--- src/rtl/baud_pkg.sv ---
// Shared constants and the reset-default divisor helper for the baud tick generator.
package baud_pkg;

  // Divisors below this are clamped, so a period is never shorter than 2 clocks.
  localparam int MIN_DIV  = 2;
  localparam int DEF_BAUD = 115200;

  // Integer clocks per oversample tick at the default baud rate.
  function automatic int default_div(input int clk_freq, input int osr);
    return clk_freq / (DEF_BAUD * osr);
  endfunction

endpackage

--- src/rtl/baud_frac_div.sv ---
// Fractional period divisor: period counter, fractional accumulator and a
// shadow/active divisor pair. Emits a registered os_tick at the end of every
// period, plus the unregistered tick_due so the parent can register
// coincident derived ticks.
module baud_frac_div
  import baud_pkg::*;
#(
  parameter int CLK_FREQ = 50000000,
  parameter int DIV_W    = 16,
  parameter int FRAC_W   = 4,
  parameter int OSR      = 16
) (
  input  logic              clk,
  input  logic              rst,
  input  logic              enable,
  input  logic              restart,
  input  logic              load,
  input  logic [DIV_W-1:0]  div_int,
  input  logic [FRAC_W-1:0] div_frac,
  output logic              tick_due,
  output logic              os_tick
);

  localparam logic [DIV_W-1:0] DEF_INT = DIV_W'(default_div(CLK_FREQ, OSR));
  localparam logic [DIV_W-1:0] MIN_INT = DIV_W'(MIN_DIV);
  localparam logic [DIV_W:0]   ONE     = (DIV_W+1)'(1);

  logic              run;
  logic [DIV_W:0]    cnt;
  logic [DIV_W:0]    len;
  logic [FRAC_W-1:0] frac_acc;
  logic [FRAC_W:0]   sum;
  logic [DIV_W-1:0]  shd_int, act_int, eff_int;
  logic [FRAC_W-1:0] shd_frac, act_frac;
  logic              period_end;

  // Length of the current period: clamped integer part plus fractional carry.
  always_comb begin
    eff_int    = (act_int < MIN_INT) ? MIN_INT : act_int;
    sum        = {1'b0, frac_acc} + {1'b0, act_frac};
    len        = {1'b0, eff_int} + {{DIV_W{1'b0}}, sum[FRAC_W]};
    period_end = enable && run && (cnt == len - ONE);
    tick_due   = period_end && !restart;
  end

  // Shadow captures on load; active follows at a period end or while idle.
  // A load on the period-end edge goes straight to active.
  always_ff @(posedge clk) begin
    if (!rst) begin
      shd_int  <= DEF_INT;
      shd_frac <= '0;
      act_int  <= DEF_INT;
      act_frac <= '0;
    end else begin
      if (load) begin
        shd_int  <= div_int;
        shd_frac <= div_frac;
      end
      if (!enable || tick_due) begin
        act_int  <= load ? div_int  : shd_int;
        act_frac <= load ? div_frac : shd_frac;
      end
    end
  end

  // Period counter and fractional accumulator. The first enabled edge only
  // arms the generator, so the first tick lands one full period later.
  always_ff @(posedge clk) begin
    if (!rst) begin
      run      <= 1'b0;
      cnt      <= '0;
      frac_acc <= '0;
      os_tick  <= 1'b0;
    end else if (!enable) begin
      run      <= 1'b0;
      cnt      <= '0;
      frac_acc <= '0;
      os_tick  <= 1'b0;
    end else if (restart) begin
      run      <= 1'b1;
      cnt      <= '0;
      frac_acc <= '0;
      os_tick  <= 1'b0;
    end else if (!run) begin
      run      <= 1'b1;
      cnt      <= '0;
      os_tick  <= 1'b0;
    end else if (tick_due) begin
      cnt      <= '0;
      frac_acc <= sum[FRAC_W-1:0];
      os_tick  <= 1'b1;
    end else begin
      cnt      <= cnt + ONE;
      os_tick  <= 1'b0;
    end
  end

endmodule

--- src/rtl/baud_tick_gen_frac.sv ---
// Fractional baud tick generator: oversample tick, bit-centre tick and
// bit-end tick. Define BAUD_RESYNC_EN to make resync realign the bit phase;
// otherwise resync is accepted and ignored.
module baud_tick_gen_frac
  import baud_pkg::*;
#(
  parameter int CLK_FREQ = 50000000,
  parameter int DIV_W    = 16,
  parameter int FRAC_W   = 4,
  parameter int OSR      = 16
) (
  input  logic              clk,
  input  logic              rst,
  input  logic              enable,
  input  logic [DIV_W-1:0]  div_int,
  input  logic [FRAC_W-1:0] div_frac,
  input  logic              load,
  input  logic              resync,
  output logic              os_tick,
  output logic              mid_tick,
  output logic              bit_tick
);

  localparam int              CNT_W    = $clog2(OSR);
  localparam logic [CNT_W-1:0] MID_IDX  = CNT_W'(OSR/2 - 1);
  localparam logic [CNT_W-1:0] LAST_IDX = CNT_W'(OSR - 1);

  logic             restart;
  logic             tick_due;
  logic [CNT_W-1:0] os_cnt;

`ifdef BAUD_RESYNC_EN
  assign restart = resync;
`else
  logic unused_resync;
  assign unused_resync = resync;
  assign restart       = 1'b0;
`endif

  baud_frac_div #(
    .CLK_FREQ (CLK_FREQ),
    .DIV_W    (DIV_W),
    .FRAC_W   (FRAC_W),
    .OSR      (OSR)
  ) u_div (
    .clk      (clk),
    .rst      (rst),
    .enable   (enable),
    .restart  (restart),
    .load     (load),
    .div_int  (div_int),
    .div_frac (div_frac),
    .tick_due (tick_due),
    .os_tick  (os_tick)
  );

  // Oversample position and derived ticks, registered on the same edge as os_tick.
  always_ff @(posedge clk) begin
    if (!rst) begin
      os_cnt   <= '0;
      mid_tick <= 1'b0;
      bit_tick <= 1'b0;
    end else if (!enable || restart) begin
      os_cnt   <= '0;
      mid_tick <= 1'b0;
      bit_tick <= 1'b0;
    end else begin
      mid_tick <= tick_due && (os_cnt == MID_IDX);
      bit_tick <= tick_due && (os_cnt == LAST_IDX);
      if (tick_due)
        os_cnt <= (os_cnt == LAST_IDX) ? '0 : os_cnt + CNT_W'(1);
    end
  end

endmodule

--- config.mk ---
export PLATFORM = sky130hd
export DESIGN_NAME = baud_tick_gen_frac
export DESIGN_NICKNAME = d
export VERILOG_FILES = /design/src/rtl/baud_pkg.sv /design/src/rtl/baud_frac_div.sv /design/src/rtl/baud_tick_gen_frac.sv
export SDC_FILE = /design/constraint.sdc
export NUM_CORES = 1
export LEC_CHECK = 0
export ABC_AREA = 1
export CAP_MARGIN = 5
export CELL_PAD_IN_SITES_DETAIL_PLACEMENT = 0
export CELL_PAD_IN_SITES_GLOBAL_PLACEMENT = 1
export CORE_MARGIN = 4
export CORE_UTILIZATION = 48
export CTS_BUF_LIST = sky130_fd_sc_hd__clkbuf_8
export DETAILED_ROUTE_END_ITERATION = 7
export GPL_TIMING_DRIVEN = 0
export HOLD_SLACK_MARGIN = 0.05
export PLACE_DENSITY_LB_ADDON = 0.05
export SETUP_SLACK_MARGIN = 0.05
export SLEW_MARGIN = 20
export SYNTH_ARGS = -nofsm -noshare
export SYNTH_HDL_FRONTEND = slang
export SYNTH_HIERARCHICAL = 1
export SYNTH_SLANG_ARGS = --single-unit
--- constraint.sdc ---
create_clock -name clk -period 5.8 [get_ports clk]
set_input_delay 0.87 -clock clk [delete_from_list [all_inputs] [get_ports clk]]
set_output_delay 0.87 -clock clk [all_outputs]
set_load 0.03 [all_outputs]
==> metrics, run 1 <==
Layout Nets=602; initial drt markers=about 130; Num CTS Buffers=9; Clock Latency Late Sink=between 300 and 400 ps; worst-path fanout max=10; IO buf count=26; clock buffer depth=2; total track usage=18.7%; Seq/Total Area, Yosys=between 30% and 40%; drt drc=0; vias in the first global route=about 3000; slowest library cell on the worst path=dfxtp_1; clock root cell=clkbuf_8; Critical path buffers and inverters=4; WP data required=a little over 6000 ps; Worst EP arrival=4070 ps; Detailed Routing Iterations Pass 1=4; P_leak=1.94 nW; GPL Wtd Cong=0.814; CTS tree=built; critical-path cell list=ha_1 > inv_1 > fa_1 > o21ai_0 > a21oi_1 > ha_1 > ha_1 > nand2_1 > nor2_2 > nand2_2 > nor2_4 > nand3_2 > xor2_1 > nor2_1 > nand4_1 > nor2_1 > nand3_4 > buf_6 > inv_1 > inv_2 > or2_0 > a21oi_1; row cnt=31; warnings from Yosys=6; syn avg cell area=7.12 um^2; final core occ=between 50% and 60%; Area Overhead vs Synth=15.8%; area leader, netlist=dfxtp_1; Gate power share=between 10% and 20%; Mapped Cells=around 530; layout cell share with drive strength beyond 1=around 14%; most used cell, CP=ha_1; worst slack, placed=approximately 2000 ps; Distinct cells, synth=36; worst setup path class=register to register; CTS Sinks=around 70; number of fill cells in the layout=745; internal power=between 0.0007 and 0.0008 W; main flop type after synthesis=dfxtp_1; Core ar.=0.00745 mm^2; RSZ-0062 raised after global routing=no; setup violation total in the final timing report=0; PD cells=~240 mW/mm^2; Clock Skews=between 9 and 10 ps; Flop pwr share=between 40 and 50%; Tmin final=3790 ps; Top Family by Delay on Critical Path=simple AND/OR/NAND/NOR gates; H-tree levels=3; Setup TNS=0 ps; top-area cell type share of the netlist area=roughly 37%; Max-Cap Viols=0; VDD IR-drop max=0.000151 V; Clock transition at path regs=about 80 ps; routed len/inst=~12 um; status=finished, final reports clean; hold_buf cts=0; hpwl dp=a little over 6000 um; Inserted Diodes=0; Die Wd=between 90 and 100 um; largest net degree at the start of global routing=13; PostCTS Resize Cnt=0; Mapped Area=approximately 0.0038 mm^2; antenna violations before repair=0; Post-synth EDFFs=0; routed wire length=7920 um; vias per cell=around 4.8; I/O pin cnt=28; worst min path class=register to register; Post-CTS Setup Inserts=0; CP endpoint kind=register; final hold slack=about 460 ps; cells taking the most area after synthesis=dfxtp_1 37%, nand2_1 9.6%, nor2_1 7.3%, inv_1 7.2%, nand3_1 4.5%; Antenna Violating Nets Remaining=0; detailed-route via count=3204; crit share post-route=around two thirds; Hold Vio Cnt, Final=0; Sw Ratio=between 20% and 30%; Slew Viols, Final=0; P_sw=approximately 0.00028 W; first-pass GRT wire length=between 10000 and 15000 um; Synth async-reset ratio=0%; die height=just under 100 um; grt ovf=0; Achievable Freq=264 MHz; area of the die=approximately 0.0093 mm^2; final worst slack=2010 ps; clock power share=about two fifths; Yosys reg bits=69; slowest cell delay on critical path=between 300 and 400 ps; Initial Util=between 50% and 60%; startpoint types=register
-- per-layer routing --
| layer | GRT usage [%] | up-vias | wire, um |
|---|---|---|---|
| met5 | 0 | - | 0 |
| met4 | 7.36 | 0 | 95 |
| met3 | 3.72 | 8 | 253 |
| met2 | 29.6 | 52 | 3550 |
| met1 | 25.0 | 1414 | 4010 |
| li1 | - | 1730 | - |
-- placed cells by master, fill, tap and decap left out, drive strengths merged --
master,instances
and3,1
fa,1
ha,9
a21oi,28
buf,11
a31o,1
o21ai,23
clkbuf,16
nor3,10
inv,74
xor2,18
xnor2,9
o211ai,1
or2,20
nand2,99
o21bai,1
dfxtp,69
clkdlybuf4s50,26
bufinv,1
nand4,8
nor2,86
conb,3
nor4,3
clkinv,6
nand3,48
-- power groups by stage --
stage | combinational [W] | clock (W) | sequential (W)
floorplan | 0.0000937 | 0 | 0.000517
global placement | 0.000127 | 0 | 0.000521
detailed placement | 0.000129 | 0 | 0.000521
CTS | 0.000130 | 0.000408 | 0.000510
global route | 0.000148 | 0.000433 | 0.000513
finish | 0.000129 | 0.000398 | 0.000510
-- cells in the mapped netlist (2+ instances only) --
library cell / instances
a21oi_1: 27
buf_1: 2
buf_2: 5
buf_6: 4
clkbuf_1: 6
dfxtp_1: 69
ha_1: 9
inv_1: 72
inv_2: 2
nand2_1: 96
nand2_2: 3
nand3_1: 34
nand3_2: 13
nand4_1: 7
nor2_1: 73
nor2_2: 8
nor2_4: 5
nor3_1: 9
nor4_1: 3
o21ai_0: 21
o21ai_1: 2
or2_0: 2
or2_2: 18
xnor2_1: 9
xor2_1: 18
-- registers in the layout, summed over array words and instances, names as in the netlist --
| signal | cells |
|---|---|
| bit_tick | 1 |
| mid_tick | 1 |
| os_cnt | 4 |
| u_div/act_frac | 4 |
| u_div/act_int | 16 |
| u_div/cnt | 17 |
| u_div/frac_acc | 4 |
| u_div/os_tick | 1 |
| u_div/run | 1 |
| u_div/shd_frac | 4 |
| u_div/shd_int | 16 |
-- kinds of logic (layout without fill, tap and decap cells) --
group | count (synthesis) | count (layout) | share of synthesized area [%]
xor+xnor | 27 | 27 | 6.29
other cells | 1 | 3 | 0.0998
compound gates | 54 | 54 | 7.53
buf+inv | 92 | 134 | 10.2
simple gates | 275 | 275 | 35.6
flops | 69 | 69 | 36.8
fa+ha+maj | 10 | 10 | 3.53
-- stage by stage --
stage	instance area, um^2	instances	power [W]
after floorplan	3760	530	0.000610
after global placement	4150	655	0.000648
after detailed placement	4150	655	0.000650
after CTS	4350	671	0.00105
after global routing	4350	671	0.00109
final	4350	671	0.00104
-- worst register-to-register path, delay by kind of cell (launching register included) --
kind / cells / cell delay (ps)
AOI/OAI and AO/OA: 3 / 510
and+or+nand+nor: 10 / 1390
buffers and inverters: 4 / 470
xor gates and xnor gates: 1 / 150
adders and majority gates: 4 / 870
DFF: 1 / 320
-- layout make-up --
class / count / area (um^2) / area share [%]
multi-input cells: 369 / 2000 / 46.0
flip-flops and latches: 69 / 1380 / 31.8
inverters: 75 / 282 / 6.47
repair buffers: 26 / 260 / 5.98
clock buffers: 10 / 138 / 3.16
well taps: 99 / 124 / 2.85
plain buffers: 17 / 100 / 2.30
clock inverters: 6 / 62.6 / 1.44
-- path summary, 6_finish.rpt --
kind | slack (ps) | to | startpoint | cells past startpoint
worst max-delay path | 2010 | os_cnt[0] | u_div/frac_acc[0] | 22
worst min-delay path | 460 | u_div/shd_int[1] | u_div/shd_int[1] | 2
worst max register to register | 2010 | os_cnt[0] | u_div/frac_acc[0] | 22
worst min register to register | 460 | u_div/shd_int[1] | u_div/shd_int[1] | 2
Note: power is estimated with default switching activity, not from simulation.
==> run 2: changes to the inputs <==
--- a/config.mk
+++ b/config.mk
@@ -10,7 +10,7 @@
 export CELL_PAD_IN_SITES_DETAIL_PLACEMENT = 0
 export CELL_PAD_IN_SITES_GLOBAL_PLACEMENT = 1
 export CORE_MARGIN = 4
-export CORE_UTILIZATION = 48
+export CORE_UTILIZATION = 40
 export CTS_BUF_LIST = sky130_fd_sc_hd__clkbuf_8
 export DETAILED_ROUTE_END_ITERATION = 7
 export GPL_TIMING_DRIVEN = 0
==> constraint.sdc (replaced) <==
create_clock -name clk -period 3.05 [get_ports clk]
set_input_delay 0.4575 -clock clk [delete_from_list [all_inputs] [get_ports clk]]
set_output_delay 0.4575 -clock clk [all_outputs]
set_load 0.03 [all_outputs]
==> metrics, run 2 (synthesis results as in run 1) <==
status=complete, but fails checks; failing checks=negative setup slack; vias in the first global route=3214; WP data required=between 3000 and 4000 ps; worst min path class=register to register; layout cell share with drive strength beyond 1=roughly 24%; Slew HR=between 20% and 30%; row cnt=35; PD cells=between 400 and 500 mW/mm^2; critical-path cell list=ha_4 > inv_2 > fa_2 > o21ai_2 > a21oi_2 > ha_2 > ha_4 > nand2_4 > nor2_4 > nand2_4 > nor2_4 > nand3_2 > xor2_1 > nor2_1 > nand4_1 > nor2_2 > nand3_4 > buf_12 > buf_16 > a21oi_4 > nor2_1; vias per cell=around 4.8; H-tree levels=3; grt ovf=0; Max-Cap Viols=0; placed insts=~670; IO buf count=26; most common cell after layout, fill and taps aside=nand2_1; hpwl dp=between 6000 and 7000 um; Hold Vio Cnt, Final=0; crit share post-route=105%; Design Area, Final=a little under 0.005 mm^2; Num CTS Buffers=9; Clock Latency Late Sink=340 ps; HP Start=u_div/shd_int[1]; Detailed Routing Iterations Pass 1=6; Die Wd=around 100 um; Biggest register=u_div/cnt; GPL Wtd Cong=a little over 0.8; total track usage=17.0%; hold_buf cts=0; RR Startpoint=u_div/act_frac[0]; Area Overhead vs Synth=30.1%; Tmin final=between 3000 and 4000 ps; Pwr Total=between 0.002 and 0.0025 W; slowest library cell on the worst path=dfxtp_4; Worst EP arrival=approximately 3400 ps; startpoint types=register; Core ar.=between 0.009 and 0.01 mm^2; Largest regs=u_div/cnt: 17 flops, u_div/act_int: 16 flops, u_div/shd_int: 16 flops; initial drt markers=between 100 and 150; CP endpoint kind=register; most frequent cells in the layout=90 x nand2_1, 71 x nor2_1, 70 x inv_1; RSZ-0062 raised after global routing=yes; slowest cell delay on critical path=about 370 ps; cell area after placement=~0.0042 mm^2; routed len/inst=between 10 and 15 um; Top Family by Delay on Critical Path=simple AND/OR/NAND/NOR gates; final core occ=a little over half; max reg flops=17; Layout Nets=618; final worst slack=-145 ps; Clock transition at path regs=around 90 ps; area of the die=~0.011 mm^2; setup violation total in the final timing report=40; routed wire length=about 9000 um; Worst setup startpoint=u_div/act_frac[0]; Critical path buffers and inverters=3; Clock Skews=about 12 ps; worst setup path class=register to register; worst-path fanout max=6; largest net degree at the start of global routing=13; Initial Util=approximately two fifths; final hold slack=approximately 450 ps; fin cells=between 600 and 700; first-pass GRT wire length=approximately 15000 um; Slew Viols, Final=0; clock buffer depth=2; I/O pin cnt=28; Achievable Freq=313 MHz; CTS tree=built; Worst Tran Pin Value=1090 ps; Inserted Diodes=0; clock root cell=clkbuf_8; VDD IR-drop max=between 0.0002 and 0.00025 V; detailed-route via count=3340; CTS Sinks=69; drt drc=0; die height=105 um; Antenna Violating Nets Remaining=0; P_leak=about 2.1 nW; antenna violations before repair=0
[run 2: area by class of cell]
type                            count  area (um^2)
Clock buffer                       11          151
Clock inverter                      5         57.6
Multi-Input combinational cell    369         2290
Sequential cell                    69         1390
Buffer                             17          123
Tap cell                          111          139
Fill cell                         929         4310
Inverter                           75          299
Timing Repair Buffer               42          443
[run 2: per-stage QoR]
step                      TNS [ps]  worst slack [ps]
after global routing        -15560              -410
after CTS                    -6060              -203
after floorplan                  0              57.1
after global placement      -15230              -502
after detailed placement    -15030              -518
final                        -4620              -145
[run 2: final timing paths]
path / endpoint / depth (start not counted) / slack, ps
min reg2reg: u_div/shd_int[1] / 2 / 450
min: u_div/shd_int[1] / 2 / 450
max: u_div/act_int[8] / 21 / -150
max reg2reg: u_div/act_int[8] / 21 / -150
[run 2: report_power, final]
part,total [W],switching (W),internal [W]
combinational,0.000284,0.000161,0.000123
sequential,0.000973,0.0000335,0.000939
clock,0.000799,0.000374,0.000424
total,0.00206,0.000569,0.00149
[run 2: per-layer routing]
| metal | up-vias | part of all wire [%] | wire length, um | global-route usage [%] |
|---|---|---|---|---|
| li1 | 1769 | - | - | - |
| met1 | 1512 | 49 | 4430 | 22.6 |
| met2 | 44 | 46 | 4100 | 27.1 |
| met3 | 15 | 2.7 | 246 | 3.15 |
| met4 | 0 | 2.2 | 194 | 7.12 |
| met5 | - | 0 | 0 | 0 |
[run 2: worst register-to-register path: stages (launching register included)]
cell and delay, ps:
dfxtp_4 370, ha_4 160, inv_2 50, fa_2 210, o21ai_2 60, a21oi_2 220
ha_2 250, ha_4 160, nand2_4 50, nor2_4 120, nand2_4 70, nor2_4 110
nand3_2 90, xor2_1 150, nor2_1 90, nand4_1 100, nor2_2 190, nand3_4 130
buf_12 170, buf_16 150, a21oi_4 120, nor2_1 60
[run 2: what timing repair did]
item	4_1_cts	5_1_grt
cloned	1	1
setup buffers	7	7
pin swaps	24	22
resized for setup	46	24
endpoints found under the setup margin	48	48
